--- config.mk ---
export PLATFORM = sky130hd
export DESIGN_NAME = load_store_unit
export DESIGN_NICKNAME = d
export VERILOG_FILES = /design/src/rtl/load_store_unit.sv
export SDC_FILE = /design/constraint.sdc
export NUM_CORES = 1
export LEC_CHECK = 0
export CORE_MARGIN = 5
export CORE_UTILIZATION = 46
export CTS_BUF_LIST = sky130_fd_sc_hd__clkbuf_4 sky130_fd_sc_hd__clkbuf_8
export DETAILED_ROUTE_END_ITERATION = 10
export PLACE_DENSITY = 0.82
export SLEW_MARGIN = 20
export SYNTH_ARGS = -nofsm -noshare
export SYNTH_HDL_FRONTEND = slang
export SYNTH_SLANG_ARGS = --single-unit
--- constraint.sdc ---
create_clock -name clk -period 5.7 [get_ports clk]
set_input_delay 1.425 -clock clk [delete_from_list [all_inputs] [get_ports clk]]
set_output_delay 1.425 -clock clk [all_outputs]
set_load 0.1 [all_outputs]
--- src/rtl/load_store_unit.sv ---
// Load/store unit: turns the core's byte-addressed load/store requests into
// handshaked word-aligned bus transactions and stalls the core until they finish.
module load_store_unit #(
    parameter int TIMEOUT_CYCLES = 255,
    parameter int COUNT_W        = 8
) (
    input  logic        clk,
    input  logic        reset,
    input  logic        core_read,
    input  logic        core_write,
    input  logic [2:0]  core_funct3,
    input  logic [31:0] core_addr,
    input  logic [31:0] core_wdata,
    output logic [31:0] core_rdata,
    output logic        core_stall,
    output logic        access_fault,
    output logic        bus_error,
    output logic        mem_req,
    output logic        mem_we,
    output logic [31:0] mem_addr,
    output logic [31:0] mem_wdata,
    output logic [3:0]  mem_wstrb,
    input  logic        mem_ack,
    input  logic [31:0] mem_rdata
);
    typedef enum logic [1:0] {IDLE, WAIT, DONE} state_t;

    // The counter holds the number of WAIT cycles already spent, so the
    // abort happens in the WAIT cycle where it equals TIMEOUT_CYCLES-1.
    localparam logic [COUNT_W-1:0] LAST_COUNT = COUNT_W'(TIMEOUT_CYCLES - 1);

    state_t             state_reg, state_next;
    logic [COUNT_W-1:0] count_reg;
    logic [2:0]         funct3_reg;
    logic [1:0]         lane_reg;
    logic [31:0]        rdata_reg;
    logic               bus_error_reg;
    logic               mem_req_reg, mem_we_reg;
    logic [31:0]        mem_addr_reg, mem_wdata_reg;
    logic [3:0]         mem_wstrb_reg;

    logic        req_valid, load_ok, store_ok, misaligned, fault;
    logic        stall;
    logic [3:0]  strb_comb;
    logic [31:0] wdata_comb, load_data;
    logic [7:0]  load_byte;
    logic [15:0] load_half;

    assign req_valid = core_read | core_write;

    always_comb begin
        load_ok    = core_funct3 inside {3'b000, 3'b001, 3'b010, 3'b100, 3'b101};
        store_ok   = core_funct3 inside {3'b000, 3'b001, 3'b010};
        misaligned = ((core_funct3[1:0] == 2'b01) && core_addr[0]) ||
                     ((core_funct3[1:0] == 2'b10) && (core_addr[1:0] != 2'b00));
        fault      = req_valid && ((core_read && core_write) ||
                                   (core_read && !load_ok) ||
                                   (core_write && !store_ok) ||
                                   misaligned);
    end

    for (genvar gi = 0; gi < 4; gi++) begin : g_lane
        assign strb_comb[gi] = (core_funct3[1:0] == 2'b10) ||
                               ((core_funct3[1:0] == 2'b01) && (core_addr[1] == 1'(gi >> 1))) ||
                               ((core_funct3[1:0] == 2'b00) && (core_addr[1:0] == 2'(gi)));
    end

    always_comb begin
        case (core_funct3[1:0])
            2'b00:   wdata_comb = {4{core_wdata[7:0]}};
            2'b01:   wdata_comb = {2{core_wdata[15:0]}};
            default: wdata_comb = core_wdata;
        endcase
    end

    always_comb begin
        load_byte = mem_rdata[{lane_reg, 3'b000} +: 8];
        load_half = lane_reg[1] ? mem_rdata[31:16] : mem_rdata[15:0];
        case (funct3_reg)
            3'b000:  load_data = {{24{load_byte[7]}}, load_byte};
            3'b001:  load_data = {{16{load_half[15]}}, load_half};
            3'b010:  load_data = mem_rdata;
            3'b100:  load_data = {24'd0, load_byte};
            3'b101:  load_data = {16'd0, load_half};
            default: load_data = 32'd0;
        endcase
    end

    always_comb begin
        state_next = state_reg;
        stall      = 1'b0;
        case (state_reg)
            IDLE: begin
                stall = req_valid & ~fault;
                if (stall) state_next = WAIT;
            end
            WAIT: begin
                stall = 1'b1;
                if (mem_ack || (count_reg == LAST_COUNT)) state_next = DONE;
            end
            DONE:    state_next = IDLE;
            default: state_next = IDLE;
        endcase
    end

    always_ff @(posedge clk or posedge reset) begin
        if (reset) begin
            state_reg     <= IDLE;
            count_reg     <= '0;
            funct3_reg    <= 3'd0;
            lane_reg      <= 2'd0;
            rdata_reg     <= 32'd0;
            bus_error_reg <= 1'b0;
            mem_req_reg   <= 1'b0;
            mem_we_reg    <= 1'b0;
            mem_addr_reg  <= 32'd0;
            mem_wdata_reg <= 32'd0;
            mem_wstrb_reg <= 4'd0;
        end else begin
            state_reg <= state_next;
            case (state_reg)
                IDLE: begin
                    if (state_next == WAIT) begin
                        mem_req_reg   <= 1'b1;
                        mem_we_reg    <= core_write;
                        mem_addr_reg  <= {core_addr[31:2], 2'b00};
                        mem_wdata_reg <= wdata_comb;
                        mem_wstrb_reg <= core_write ? strb_comb : 4'b0000;
                        funct3_reg    <= core_funct3;
                        lane_reg      <= core_addr[1:0];
                    end
                end
                WAIT: begin
                    count_reg <= count_reg + 1'b1;
                    // Ack takes priority over a coinciding timeout.
                    if (mem_ack) begin
                        mem_req_reg <= 1'b0;
                        rdata_reg   <= mem_we_reg ? 32'd0 : load_data;
                    end else if (count_reg == LAST_COUNT) begin
                        mem_req_reg   <= 1'b0;
                        rdata_reg     <= 32'd0;
                        bus_error_reg <= 1'b1;
                    end
                end
                DONE: begin
                    count_reg     <= '0;
                    bus_error_reg <= 1'b0;
                    rdata_reg     <= 32'd0;
                end
                default: ;
            endcase
        end
    end

    assign core_rdata   = rdata_reg;
    assign core_stall   = stall;
    assign access_fault = fault;
    assign bus_error    = bus_error_reg;
    assign mem_req      = mem_req_reg;
    assign mem_we       = mem_we_reg;
    assign mem_addr     = mem_addr_reg;
    assign mem_wdata    = mem_wdata_reg;
    assign mem_wstrb    = mem_wstrb_reg;
endmodule

==> run_summary.xml, run 1 <==
<?xml version="1.0" encoding="UTF-8"?>
<metrics>
  <group name="place">
    <metric name="final_wtd_congestion" unit="">0.872</metric>
    <metric name="detailedPlacementHpwl" unit="µm">12000</metric>
    <metric name="buffer_ports.inserted" unit="">206</metric>
  </group>
  <group name="layout">
    <metric name="finish.utilization" unit="">0.685</metric>
    <metric name="layout.nets" unit="">746</metric>
    <metric name="area_growth" unit="%">44.6</metric>
    <metric name="post_route_cells_drive_above_1_share" unit="">0.216</metric>
    <metric name="antennaDiodeCount" unit="">0</metric>
  </group>
  <group name="worst_setup_path">
    <metric name="timing.rr.end" unit="">mem_addr[14]</metric>
    <metric name="crit_path_max_fanout" unit="">8</metric>
    <metric name="setup.worst_path.start" unit="">core_funct3[0]</metric>
    <metric name="start_kind" unit="">primary input</metric>
    <metric name="cp.required" unit="ns">4.28</metric>
    <metric name="worstSetupEndpoint" unit="">core_stall</metric>
    <metric name="worst-r2r-setup-slack" unit="ns">3.08</metric>
    <metric name="worst_ep_arrival_time" unit="ns">3.23</metric>
    <metric name="start_of_the_worst_register_to_register_path" unit="">count_reg[0]</metric>
    <metric name="cp-end-kind" unit="">output pin</metric>
    <metric name="worst_r2r_path_depth" unit="">7</metric>
    <metric name="critical_path_class" unit="">primary input to output pin</metric>
  </group>
  <group name="yosys">
    <metric name="synth_edf_count" unit="">0</metric>
    <metric name="count_of_cell_types_in_the_netlist" unit="">45</metric>
    <metric name="synth-warning-count" unit="">0</metric>
    <metric name="yosys_register_bits" unit="">116</metric>
    <metric name="post_synth_top_area_share" unit="">0.504</metric>
    <metric name="yosysTopAreaCell" unit="">sky130_fd_sc_hd__dfrtp_1</metric>
    <metric name="synthMostInstantiatedCell" unit="">sky130_fd_sc_hd__dfrtp_1</metric>
    <metric name="yosys-top-cells-count" unit="">sky130_fd_sc_hd__dfrtp_1, sky130_fd_sc_hd__mux2_4, sky130_fd_sc_hd__mux2i_1</metric>
    <metric name="synthCells" unit="">428</metric>
    <metric name="synth_seq_area_share" unit="">0.504</metric>
    <metric name="mappedNetlistArea" unit="mm²">0.00576</metric>
    <metric name="post_synth.cell_area_avg" unit="µm²">13.5</metric>
    <metric name="synth_top_cells_by_area" unit="">sky130_fd_sc_hd__dfrtp_1, sky130_fd_sc_hd__mux2_4, sky130_fd_sc_hd__mux2i_1, sky130_fd_sc_hd__mux2_2, sky130_fd_sc_hd__a221o_1</metric>
    <metric name="synthFlopType" unit="">sky130_fd_sc_hd__dfrtp_1</metric>
    <metric name="synth_async_sr_flop_share" unit="">1.00</metric>
  </group>
  <group name="timing">
    <metric name="relSlewSlack" unit="">0.313</metric>
    <metric name="timing.clock.skew" unit="ns">0.00990</metric>
    <metric name="timing.final.setup_violations" unit="">0</metric>
    <metric name="hold_viol" unit="">0</metric>
    <metric name="maxSlewViolCount" unit="">0</metric>
    <metric name="setup_total_negative_slack" unit="ns">0</metric>
    <metric name="fmax" unit="MHz">215</metric>
    <metric name="transition_time_at_the_pin_with_the_least_slew_margin" unit="ns">1.03</metric>
    <metric name="rsz0062_at_grt" unit="">no</metric>
    <metric name="fin_crit_sh" unit="">0.816</metric>
    <metric name="layout_min_cycle_time" unit="ns">4.65</metric>
  </group>
  <group name="clock_network">
    <metric name="clock_tree.root_cell" unit="">sky130_fd_sc_hd__clkbuf_8</metric>
    <metric name="clkTransAtPathRegs" unit="ns">0.06</metric>
    <metric name="cts_buffers" unit="">17</metric>
    <metric name="resized_cells_post_cts" unit="">0</metric>
    <metric name="clock_latency" unit="ns">0.42</metric>
    <metric name="clock_sinks" unit="">116</metric>
    <metric name="holdBufCountCts" unit="">0</metric>
    <metric name="cts_tree" unit="">built</metric>
    <metric name="h_tree_depth" unit="">4</metric>
    <metric name="cts-root-to-sink-buffers" unit="">2</metric>
    <metric name="post-cts-setup-buffer-count" unit="">0</metric>
  </group>
  <group name="run_status">
    <metric name="status" unit="">complete, no violations</metric>
  </group>
  <group name="floorplan">
    <metric name="starting_density" unit="">0.474</metric>
    <metric name="floorplan.die.height" unit="µm">122</metric>
    <metric name="die_x" unit="µm">122</metric>
    <metric name="pin_count" unit="">209</metric>
    <metric name="design.die.area" unit="mm²">0.0149</metric>
    <metric name="floorplan.rows" unit="">40</metric>
    <metric name="placeableCoreArea" unit="mm²">0.0122</metric>
  </group>
  <group name="global_routing">
    <metric name="grt_pass1_vias" unit="">4857</metric>
    <metric name="global_route_congestion_overflow_total" unit="">0</metric>
    <metric name="initial_antenna_violation_count" unit="">0</metric>
    <metric name="grt_first_pass_wirelength" unit="µm">26100</metric>
    <metric name="grt_usage" unit="">0.225</metric>
    <metric name="maximum_number_of_pins_on_one_net_before_global_route_repair" unit="">60</metric>
  </group>
  <group name="routing">
    <metric name="ant_nets" unit="">0</metric>
    <metric name="drc_errors" unit="">0</metric>
    <metric name="post_drt_via_cell_ratio" unit="">5.37</metric>
    <metric name="drt_first_iter_violations" unit="">355</metric>
    <metric name="wl_cell" unit="µm">19.9</metric>
    <metric name="detailroute.via_count" unit="">4383</metric>
    <metric name="wirelength" unit="µm">16200</metric>
    <metric name="drt_first_pass_iters" unit="">4</metric>
  </group>
  <group name="hold_path">
    <metric name="hold_class" unit="">flip-flop to flip-flop</metric>
  </group>
  <group name="flow_run">
    <metric name="max-cap-violations" unit="">0</metric>
  </group>
</metrics>
layout by cell type, fill, tap and decap left out, drive strengths merged, types with 15 or more instances in the layout:
cell             n
mux2i           29
clkdlybuf4s50  204
o2bb2ai         16
a221o           17
dfrtp          116
clkbuf          24
mux2            86
o21ai           19
inv             15
nand2           21
logic make-up (layout without fill, tap and decap cells):
kind of cell / count (synthesis) / in the layout / synth area share
compound gates: 90 / 90 / 0.123
xor+xnor: 4 / 4 / 0.00608
fa+ha+maj: 5 / 5 / 0.0109
buf+inv: 43 / 262 / 0.0399
flops: 116 / 116 / 0.504
mux: 116 / 116 / 0.266
other cells: 1 / 2 / 0.000651
simple gates: 53 / 53 / 0.0501
layer usage:
metal / part of all wire / track usage / wire length [µm] / up-vias
met2: 0.45 / 0.355 / 7350 / 223
met4: 0.028 / 0.0917 / 447 / 0
met3: 0.11 / 0.104 / 1840 / 26
met5: 0 / 0 / 0 / -
met1: 0.41 / 0.267 / 6570 / 2127
li1: - / - / - / 2007
critical path: stages:
cell and delay [ns]:
sky130_fd_sc_hd__clkdlybuf4s50_1 0.56, sky130_fd_sc_hd__nor4_2 0.38, sky130_fd_sc_hd__o22ai_2 0.23, sky130_fd_sc_hd__o21ai_0 0.39, sky130_fd_sc_hd__buf_12 0.23
worst min-delay path by stage:
| stage | from | to | cells after the start |
|---|---|---|---|
| finish | core_rdata[9] | core_rdata[9] | 1 |
| global route | core_rdata[13] | core_rdata[13] | 1 |
| CTS | core_rdata[9] | core_rdata[9] | 1 |
| detailed placement | core_rdata[9] | core_rdata[9] | 1 |
| global placement | core_rdata[3] | core_rdata[3] | 1 |
| floorplan | count_reg[3] | count_reg[3] | 1 |
metrics by stage:
stage | cell area [µm²] | setup WS (ns) | hold WS (ns) | instances
2_1_floorplan | 5770 | 0.129 | 0.460 | 429
3_3_place_gp | 8000 | 1.13 | 0.477 | 786
3_5_place_dp | 8000 | 1.04 | 0.476 | 786
4_1_cts | 8340 | 1.04 | 0.496 | 816
5_1_grt | 8340 | 0.974 | 0.510 | 816
6_report | 8340 | 1.05 | 0.491 | 816
area by class of cell:
| cell class | instances | area [µm²] |
|---|---|---|
| flip-flops and latches | 116 | 2900 |
| well taps | 168 | 210 |
| clock inverters | 6 | 30.0 |
| fillers | 861 | 3830 |
| multi-input cells | 270 | 2640 |
| repair buffers | 217 | 2190 |
| inverters | 15 | 58.8 |
| clock buffers | 24 | 305 |
Power of run 1 is not shown: default switching activity piles up to over one toggle a cycle in this logic, so the estimate is an artifact.
==> run 2: changes to the inputs <==
CORE_UTILIZATION = 42   (was 46)
PLACE_DENSITY = 0.79   (was 0.82)
clock period = 4.2 ns   (was 5.7 ns; I/O delays follow)
==> run 2 against run 1 <==
Against the previous run:
- non-clock buffer count increased by 1
- clock skew increased by 0.0020 ns
- sequential share of layout area decreased by 0.75 points
- critical path depth unchanged
- sequential cell count unchanged
- via count decreased by 1.3%
- critical path type unchanged
==> run_summary.xml, run 2 (synthesized netlist as in run 1, its figures left out) <==
<?xml version="1.0" encoding="UTF-8"?>
<metrics>
  <group name="floorplan">
    <metric name="floorplan.rows" unit="">42</metric>
    <metric name="starting_density" unit="">0.432</metric>
    <metric name="design.die.area" unit="mm²">0.0162</metric>
    <metric name="floorplan.die.height" unit="µm">127</metric>
    <metric name="pin_count" unit="">209</metric>
    <metric name="die_x" unit="µm">127</metric>
    <metric name="placeableCoreArea" unit="mm²">0.0133</metric>
  </group>
  <group name="global_routing">
    <metric name="initial_antenna_violation_count" unit="">0</metric>
    <metric name="grt_pass1_vias" unit="">4854</metric>
    <metric name="global_route_congestion_overflow_total" unit="">0</metric>
    <metric name="grt_first_pass_wirelength" unit="µm">26000</metric>
    <metric name="maximum_number_of_pins_on_one_net_before_global_route_repair" unit="">69</metric>
    <metric name="grt_usage" unit="">0.204</metric>
  </group>
  <group name="timing">
    <metric name="fmax" unit="MHz">271</metric>
    <metric name="layout_min_cycle_time" unit="ns">3.69</metric>
    <metric name="timing.final.setup_violations" unit="">0</metric>
    <metric name="maxSlewViolCount" unit="">0</metric>
    <metric name="fin_crit_sh" unit="">0.878</metric>
    <metric name="hold_viol" unit="">0</metric>
    <metric name="relSlewSlack" unit="">0.297</metric>
    <metric name="timing.clock.skew" unit="ns">0.0119</metric>
    <metric name="transition_time_at_the_pin_with_the_least_slew_margin" unit="ns">1.05</metric>
    <metric name="rsz0062_at_grt" unit="">no</metric>
    <metric name="setup_total_negative_slack" unit="ns">0</metric>
  </group>
  <group name="place">
    <metric name="buffer_ports.inserted" unit="">206</metric>
    <metric name="final_wtd_congestion" unit="">0.849</metric>
    <metric name="detailedPlacementHpwl" unit="µm">12300</metric>
  </group>
  <group name="clock_network">
    <metric name="clock_sinks" unit="">116</metric>
    <metric name="clock_tree.root_cell" unit="">sky130_fd_sc_hd__clkbuf_8</metric>
    <metric name="h_tree_depth" unit="">4</metric>
    <metric name="resized_cells_post_cts" unit="">0</metric>
    <metric name="post-cts-setup-buffer-count" unit="">0</metric>
    <metric name="cts-root-to-sink-buffers" unit="">2</metric>
    <metric name="holdBufCountCts" unit="">0</metric>
    <metric name="cts_tree" unit="">built</metric>
    <metric name="clock_latency" unit="ns">0.44</metric>
    <metric name="cts_buffers" unit="">17</metric>
    <metric name="clkTransAtPathRegs" unit="ns">0.07</metric>
  </group>
  <group name="worst_setup_path">
    <metric name="worst_ep_arrival_time" unit="ns">2.64</metric>
    <metric name="cp.required" unit="ns">3.15</metric>
    <metric name="crit_path_max_fanout" unit="">7</metric>
    <metric name="critical_path_class" unit="">primary input to output pin</metric>
    <metric name="max_stage_delay" unit="ns">0.51</metric>
    <metric name="crit_slowest_cell" unit="">sky130_fd_sc_hd__clkdlybuf4s50_1</metric>
    <metric name="cp-end-kind" unit="">output pin</metric>
    <metric name="timing.critical_path.cells" unit="">clkdlybuf4s50_1, nor4_2, o22ai_2, o21ai_1, buf_12</metric>
    <metric name="start_kind" unit="">primary input</metric>
    <metric name="cp.buffers_inverters" unit="">2</metric>
    <metric name="cp_top_family" unit="">buffers and inverters</metric>
  </group>
  <group name="layout">
    <metric name="layout_commonest_cell" unit="">sky130_fd_sc_hd__clkdlybuf4s50_1</metric>
    <metric name="post_route_cells_drive_above_1_share" unit="">0.220</metric>
    <metric name="layout.nets" unit="">747</metric>
    <metric name="area_growth" unit="%">47.8</metric>
    <metric name="antennaDiodeCount" unit="">0</metric>
    <metric name="most-common-layout-cells" unit="">sky130_fd_sc_hd__clkdlybuf4s50_1, sky130_fd_sc_hd__dfrtp_1, sky130_fd_sc_hd__mux2_4</metric>
  </group>
  <group name="routing">
    <metric name="drt_first_iter_violations" unit="">196</metric>
    <metric name="drt_first_pass_iters" unit="">4</metric>
    <metric name="wl_cell" unit="µm">19.5</metric>
    <metric name="post_drt_via_cell_ratio" unit="">5.23</metric>
    <metric name="ant_nets" unit="">0</metric>
    <metric name="drc_errors" unit="">0</metric>
    <metric name="wirelength" unit="µm">16200</metric>
    <metric name="detailroute.via_count" unit="">4328</metric>
  </group>
  <group name="hold_path">
    <metric name="hold_class" unit="">flip-flop to flip-flop</metric>
  </group>
  <group name="run_status">
    <metric name="status" unit="">complete, no violations</metric>
  </group>
  <group name="flow_run">
    <metric name="max-cap-violations" unit="">0</metric>
  </group>
</metrics>
[run 2: per-layer routing]
layer | wire length (µm) | GRT usage | vias to the layer above
met5 | 0 | 0 | -
met4 | 460 | 0.0839 | 0
met3 | 1320 | 0.0822 | 32
met2 | 7810 | 0.333 | 154
met1 | 6560 | 0.239 | 2135
li1 | - | - | 2007
[run 2: path summary, 6_finish.rpt]
kind                           startpoint       endpoint  slack [ns]  cells past startpoint
min in group asynchronous           reset   mem_addr[26]        1.05                      2
min                         core_rdata[9]  core_rdata[9]        0.50                      1
min reg2reg                 core_rdata[9]  core_rdata[9]        0.50                      1
max reg2reg                  count_reg[0]  core_rdata[5]        1.66                      7
max                        core_funct3[0]     core_stall        0.51                      5
max in group asynchronous           reset   count_reg[4]        2.36                      3
[run 2: cell type report]
class / instances / area (µm²)
inverters: 15 / 58.8
clock inverters: 9 / 173
repair buffers: 218 / 2220
flip-flops and latches: 116 / 2900
multi-input cells: 270 / 2640
fillers: 999 / 4830
clock buffers: 23 / 304
well taps: 176 / 220
[run 2: per-stage QoR]
step           hold slack [ns]  setup slack, ns  cells  instance area (µm²)   util
2_1_floorplan            0.460           0.0776    429                 5770      -
3_3_place_gp             0.478            0.553    795                 8040  0.603
3_5_place_dp             0.480            0.535    795                 8040  0.603
4_1_cts                  0.499            0.522    827                 8520  0.638
5_1_grt                  0.510            0.422    827                 8520  0.638
6_report                 0.497            0.513    827                 8520  0.638
Power of run 2 is left out for the same reason.
